==> config.mk <==
export PLATFORM = sky130hd
export DESIGN_NAME = yadmc_burst_reader
export DESIGN_NICKNAME = d
export VERILOG_FILES = /design/src/rtl/yadmc_burst_reader.sv
export SDC_FILE = /design/constraint.sdc
export NUM_CORES = 1
export LEC_CHECK = 0
export ABC_AREA = 1
export BUFFER_PORTS_ARGS = -buffer_cell sky130_fd_sc_hd__buf_4
export CORE_MARGIN = 4
export CORE_UTILIZATION = 60
export DETAILED_ROUTE_END_ITERATION = 12
export PLACE_DENSITY = 0.83
export SLEW_MARGIN = 40
export SYNTH_ARGS = -nofsm -noshare
export SYNTH_HDL_FRONTEND = slang
export SYNTH_SLANG_ARGS = --single-unit
==> constraint.sdc <==
create_clock -name sys_clk -period 4.6 [get_ports sys_clk]
set_input_delay 0.23 -clock sys_clk [delete_from_list [all_inputs] [get_ports sys_clk]]
set_output_delay 0.23 -clock sys_clk [all_outputs]
set_load 0.02 [all_outputs]
==> src/rtl/yadmc_burst_reader.sv <==
`default_nettype none
// ============================================================================
//  Module   : yadmc_burst_reader
//  Purpose  : Reads a burst of consecutive words from the read port of a
//             registered-output dual-port RAM. It returns them as a
//             valid/ready stream through a 4-entry FIFO, and marks the
//             final word with out_last.
//  Ports    : sys_clk / sys_rst      - clock, synchronous active-high reset
//             cmd_valid/ready/adr/len - burst request (len = words - 1)
//             ram_adr / ram_do       - RAM read address, RAM data (1-cycle)
//             out_valid/ready/data/last - output word stream
//             busy                   - a burst is in progress
//  Revision : 1.0 - initial release
// ============================================================================
module yadmc_burst_reader #(
  parameter int address_depth = 10,
  parameter int data_width    = 8,
  parameter int len_width     = 8
) (
  input  logic                     sys_clk,
  input  logic                     sys_rst,
  input  logic                     cmd_valid,
  output logic                     cmd_ready,
  input  logic [address_depth-1:0] cmd_adr,
  input  logic [len_width-1:0]     cmd_len,
  output logic [address_depth-1:0] ram_adr,
  input  logic [data_width-1:0]    ram_do,
  output logic                     out_valid,
  input  logic                     out_ready,
  output logic [data_width-1:0]    out_data,
  output logic                     out_last,
  output logic                     busy
);

  typedef enum logic [1:0] {
    IDLE  = 2'd0,
    READ  = 2'd1,
    DRAIN = 2'd2
  } state_t;

  state_t                   state, state_next;
  logic [address_depth-1:0] adr_cnt;
  logic [len_width:0]       remaining;
  logic                     pending;       // a read was issued last cycle
  logic                     pending_last;  // ... and it was the burst's final read
  logic [data_width-1:0]    fifo_data [0:3];
  logic [3:0]               fifo_last;
  logic [1:0]               wr_ptr, rd_ptr;
  logic [2:0]               fifo_count, fifo_count_next;

  logic accept, issue, issue_last, push, pop;

  assign accept     = cmd_valid && (state == IDLE);
  // Occupancy plus the in-flight read is capped at 4, so a push never
  // finds the FIFO full.
  assign issue      = (state == READ) && (remaining != '0) &&
                      ((fifo_count + {2'b00, pending}) < 3'd4);
  assign issue_last = issue && (remaining == (len_width+1)'(1));
  assign push       = pending;
  assign pop        = (fifo_count != 3'd0) && out_ready;

  always_comb begin
    fifo_count_next = fifo_count;
    case ({push, pop})
      2'b10:   fifo_count_next = fifo_count + 3'd1;
      2'b01:   fifo_count_next = fifo_count - 3'd1;
      default: fifo_count_next = fifo_count;
    endcase
  end

  always_comb begin
    state_next = state;
    case (state)
      IDLE:    if (accept) state_next = READ;
      READ:    if (issue_last) state_next = DRAIN;
      // A pending read always pushes, so a zero next count also means
      // nothing is in flight.
      DRAIN:   if (fifo_count_next == 3'd0) state_next = IDLE;
      default: state_next = IDLE;
    endcase
  end

  always_ff @(posedge sys_clk) begin
    if (sys_rst) state <= IDLE;
    else         state <= state_next;
  end

  always_ff @(posedge sys_clk) begin
    if (sys_rst) begin
      adr_cnt      <= '0;
      remaining    <= '0;
      pending      <= 1'b0;
      pending_last <= 1'b0;
      wr_ptr       <= 2'd0;
      rd_ptr       <= 2'd0;
      fifo_count   <= 3'd0;
    end else begin
      if (accept) begin
        adr_cnt   <= cmd_adr;
        remaining <= {1'b0, cmd_len} + (len_width+1)'(1);
      end else if (issue) begin
        adr_cnt   <= adr_cnt + address_depth'(1);
        remaining <= remaining - (len_width+1)'(1);
      end
      pending      <= issue;
      pending_last <= issue_last;
      if (push) wr_ptr <= wr_ptr + 2'd1;
      if (pop)  rd_ptr <= rd_ptr + 2'd1;
      fifo_count <= fifo_count_next;
    end
  end

  // FIFO storage needs no reset; the read side is gated by the occupancy.
  always_ff @(posedge sys_clk) begin
    if (!sys_rst && push) begin
      fifo_data[wr_ptr] <= ram_do;
      fifo_last[wr_ptr] <= pending_last;
    end
  end

  assign ram_adr   = adr_cnt;
  assign out_valid = (fifo_count != 3'd0);
  assign out_data  = out_valid ? fifo_data[rd_ptr] : '0;
  assign out_last  = out_valid && fifo_last[rd_ptr];
  assign busy      = (state != IDLE);
  assign cmd_ready = (state == IDLE);

endmodule
`default_nettype wire

Word level (Yosys, flattened, before mapping)
Memories as Yosys holds them, arrays and structs flattened. A register that Yosys moved wholly into a read port is not among the register bits.
Index checks and enable logic that the tools add are counted.
{"block": "word_totals", "wordCells": 65, "latch_bits": 0, "ff_bits": 34, "romBits": 0, "mem_bits_rw": 32, "output_inout_bits": 22, "n_memories": 1}
{"name": "fifo_data", "words": 4, "width": 8, "read_ports": 1, "rd_ports_with_merged_regs": 1, "write_ports": 1, "line_no": "46", "source": "logic [data_width-1:0] fifo_data [0:3];"}
{"block": "op_classes", "n_addsub": 8, "multipliers": 0, "n_eq_ne": 8, "magnitude_cmp": 4, "div_mod_pow": 0, "reduce_logical": 16, "n_shift": 0, "bitwise": 0, "mux": 19}
{"op": "$mux 10", "n": 2}
{"op": "$mux 9", "n": 2}
{"op": "$add 10x1->10 const B", "n": 1}
{"op": "$mux 2", "n": 5}
{"op": "$add 8x1->9 const B", "n": 1}
{"op": "$eq 9x1->1 const B", "n": 1}
{"op": "$reduce_bool 9->1", "n": 1}
{"op": "$sub 9x1->9 const B", "n": 1}
{"op": "$logic_and 1x1->1", "n": 8}
{"op": "$mux 8", "n": 1}
{"op": "$lt 2x3->1 const B", "n": 2}
{"op": "$pmux 2 s3", "n": 1}
{"op": "$pmux 3 s2", "n": 1}
{"op": "$add 2x1->2 const B", "n": 2}
{"op": "$bwmux 4", "n": 1}
{"op": "$eq 2x1->1 const B", "n": 2}
{"op": "$eq 2x2->1 const B", "n": 2}
{"op": "$mux 1", "n": 4}
{"op": "$ne 2x2->1 const B", "n": 2}
{"op": "$reduce_bool 2->1", "n": 2}
{"op": "$add 3x1->3", "n": 1}
{"op": "$add 3x1->3 const B", "n": 1}
{"op": "$logic_not 3->1", "n": 1}
{"op": "$lt 3x3->1 const B", "n": 1}
{"op": "other kinds (9)", "n": 9}

Longest topological paths before layout
{"block": "depth", "ltp_word": 7, "ltp_mapped": 12, "depth_no_buf": 12}

Worst setup path before layout
No wires, ideal clock.
{"block": "synth_path", "path_kind": "reg2reg", "start": "register fifo_count[0]", "end": "register state[1]", "path_slack_ps": 2762, "period_less_slack_ps": 1838, "stages_incl_launch_ff": 11, "required_ps": 4466, "path_buffers": 0, "t_arrival_ps": 1704, "path_cell_list": "dfxtp_1 > nor3_1 > nor2_1 > ha_1 > inv_1 > fa_1 > nand2_1 > o21ai_0 > nand4_1 > nand2_1 > a21oi_1"}
{"block": "synth_via", "elab_chain_len": 7, "word_cells_on_any_way": 15}
{"item": "start: declaration", "line_no": "49", "source": "logic [2:0] fifo_count, fifo_count_next;"}
{"item": "start signal: assignment", "line_no": "109", "source": "fifo_count <= fifo_count_next;"}
{"item": "branches (longest 6 deep; another with $add 3x1->3)"}
{"item": "$reduce_and 3->1 (no line) (*)"}
{"item": "end signal: assignment", "line_no": "85", "source": "else state <= state_next;"}
{"item": "end: declaration", "line_no": "41", "source": "state_t state, state_next;"}
Every way passes the cells marked *.
A chain may end at the register's enable or synchronous reset.

Final worst setup path
Ends and elaborated chain as after synthesis.

==> reports/results.tsv <==
metric	value	unit
clock share of power	0.254	
max-slew violations	0	
Final Hold Vio Count	0	
post-layout util	0.7338	
Worst-Margin Slew	804.3	ps
CTS H-tree depth	3	
top-area cell type share of the netlist area	0.3085	
most common cell in the synthesized netlist	nor2_1	
mux contribution to synthesized area	0	
most used cell, CP	nand2_1	
Logic pwr share	0.345	
Routed WL	7.537	mm
Cell Rows	27	
GRT Total Usage	0.2178	
area growth from synthesis to layout	16.71	%
full die area	0.007128	mm²
Pint	1.197	mW
Synth top cells by count	nor2_1 (81), nand2_1 (77), inv_1 (49), o21ai_0 (43), edfxtp_1 (36)	
CP Launch Type	flop	
maximum VDD drop	0.2707	mV
cell accounting for the most synthesized area	edfxtp_1	
EDFF count, synth	36	
TritonRoute pass-1 iters	5	
WP data required	4840	ps
clk sink count	68	
Sw Share	0.3769	
final worst path period share	0.4954	
Syn Inst Count	436	
CTS tree	built	
worst stage delay on the critical path	490	ps
total grt overflow	0	
Worst Path Arrival	2520	ps
Synth Area in Compound Gates	0.1114	
dominant synthesized flop cell	edfxtp_1	
worst-skew pair later-pin latency	350	ps
Synth Cell Area	0.003505	mm²
ant diodes	0	
clk buf depth	2	
main combinational cell family by area after synthesis	simple AND/OR/NAND/NOR gates	
post_cts resized	0	
Worst slew margin	0.4618	
final setup TNS	0	ps
P_leak	1.769	nW
cell area power density	469.7	mW/mm²
root buffer cell	clkbuf_8	
CTS Hold Bufs	0	
Synth Area in Simple Gates	0.2571	
global-route wire length before repair	12.54	mm
asr flop ratio synth	0	
IO Pins	52	
ranking of synthesized cells by area	edfxtp_1 (31%), dfxtp_1 (18%), nor2_1 (8.7%)	
pin count of the biggest net entering global routing	24	
Tmin final	2279	ps
largest fanout on the critical path	11	
Die H	84.43	µm
Post-Place Cells	545	
critical-path cell list	nor3_1, buf_4, nor2_1, ha_1, inv_1, fa_1, nand2_1, o21ai_0, nand4_1, nand2_1, a21oi_1	
Post-CTS Setup Bufs	0	
I/O Buffers	51	
hold_ws	81.50	ps
Worst Setup Path Type	reg2reg	
Post-Syn Area per Cell	8.038	µm²
vias in the first global route	2858	
final HPWL from detailed placement	5.052	mm
final cell count without fillers	561	
Worst Hold Class	in2reg	
Initial DRC Count	235	
post-synth cell types	34	
unrepaired setup endpoints after global routing	no	
Routability Congestion	0.8129	
maxcap violations	0	
fmax	438.9	MHz
slowest CP cell	fa_1	
Yosys warning count	0	
outcome	finished clean	
DRC violations left	0	
post-synthesis xor/xnor area fraction	0.01250	
Switch Pwr	724.1	µW
Synth Area in Adders	0.04141	
Setup Viol. Count Final	0	
Crit path buffers/inverters	2	
Critical Path Sink Type	flop	
die width	84.43	µm
Initial Util	0.6287	
clock transition at the registers of the reported paths	80	ps
layout cells sized above 1	0.1800	
DRT antenna net count	0	
vias	3034	
Setup Skew	14.16	ps
CTS Buf Count	9	
delay-heaviest family, CP	adder cells	
syn nets	477	
Seq/Total Area, Yosys	0.4913	
Via density	5.408	
antenna violations before repair	0	
core footprint	0.005574	mm²
Synth Register Bits	68	
Reg power frac	0.401	
Fillers	415	
nets	525	
routed wire length per instance	13.43	µm
per-layer routing:
layer  up-vias  wire [µm]  GRT usage
met5         -          0          0
met4         0        173    0.09784
met3        25        457    0.04416
met2       121       3822     0.3831
met1      1374       3083     0.2563
li1       1514          -          -
cells in the final DEF, fill, tap and decap left out, drive strengths merged, types with 2 or more instances in the layout:
cell	instances
nand3	28
inv	54
clkinvlp	3
edfxtp	36
nand2	81
buf	52
nand4	9
nor3	3
xnor2	3
xor2	2
nor2	84
or2	4
dfxtp	32
clkinv	2
ha	10
clkbuf	9
o21ai	46
a21oi	26
path summary, 6_finish.rpt:
check	start	endpoint	slack (ps)	cells after the start
setup / recovery	fifo_count[0]	state[1]	2320	11
hold / removal	ram_do[7]	fifo_data[3][7]	80	1
setup reg to reg	fifo_count[0]	state[1]	2320	11
hold reg to reg	pending_last	fifo_last[1]	480	0
sequential cells by signal (all words and copies together), names as in the netlist, named ones only:
name / flops
wr_ptr: 2
rd_ptr: 2
pending: 1
fifo_data: 32
pending_last: 1
fifo_last: 4
remaining: 9
ram_adr: 10
state: 2
fifo_count: 3
per-stage QoR:
step / area, µm² / setup WS, ps / power (mW)
2_1_floorplan: 3505 / 2762 / 1.227
3_3_place_gp: 3884 / 2497 / 1.413
4_1_cts: 4083 / 2346 / 1.922
3_5_place_dp: 3884 / 2380 / 1.435
5_1_grt: 4090 / 2172 / 2.043
6_report: 4090 / 2321 / 1.921
layout make-up:
cell class	count	area, µm²	area share
flip-flops and latches	68	1722	0.4209
clock inverters	7	75.07	0.01835
well taps	72	90.09	0.02203
inverters	53	201.4	0.04925
multi-input cells	300	1488	0.3637
clock buffers	9	123.9	0.03028
repair buffers	52	390.4	0.09544
power groups by stage:
stage | registers [mW] | logic, mW | clock network, mW
floorplan | 0.767 | 0.460 | 0
global placement | 0.778 | 0.635 | 0
detailed placement | 0.781 | 0.654 | 0
CTS | 0.769 | 0.661 | 0.492
global route | 0.781 | 0.737 | 0.524
finish | 0.771 | 0.663 | 0.488
cells by family after synthesis:
kind of cell / count (synthesis)
AO/OA/AOI/OAI: 75
XOR/XNOR: 5
flip-flops: 68
adder cells (fa/ha/maj): 11
AND/OR/NAND/NOR: 209
buffers and inverters: 68
worst register-to-register path: stages (launching register included):
cell and delay, ps:
dfxtp_1 440, nor3_1 80, buf_4 190, nor2_1 250, ha_1 240, inv_1 70
fa_1 490, nand2_1 50, o21ai_0 130, nand4_1 130, nand2_1 70, a21oi_1 50
Note: power is estimated with default switching activity, not from simulation.
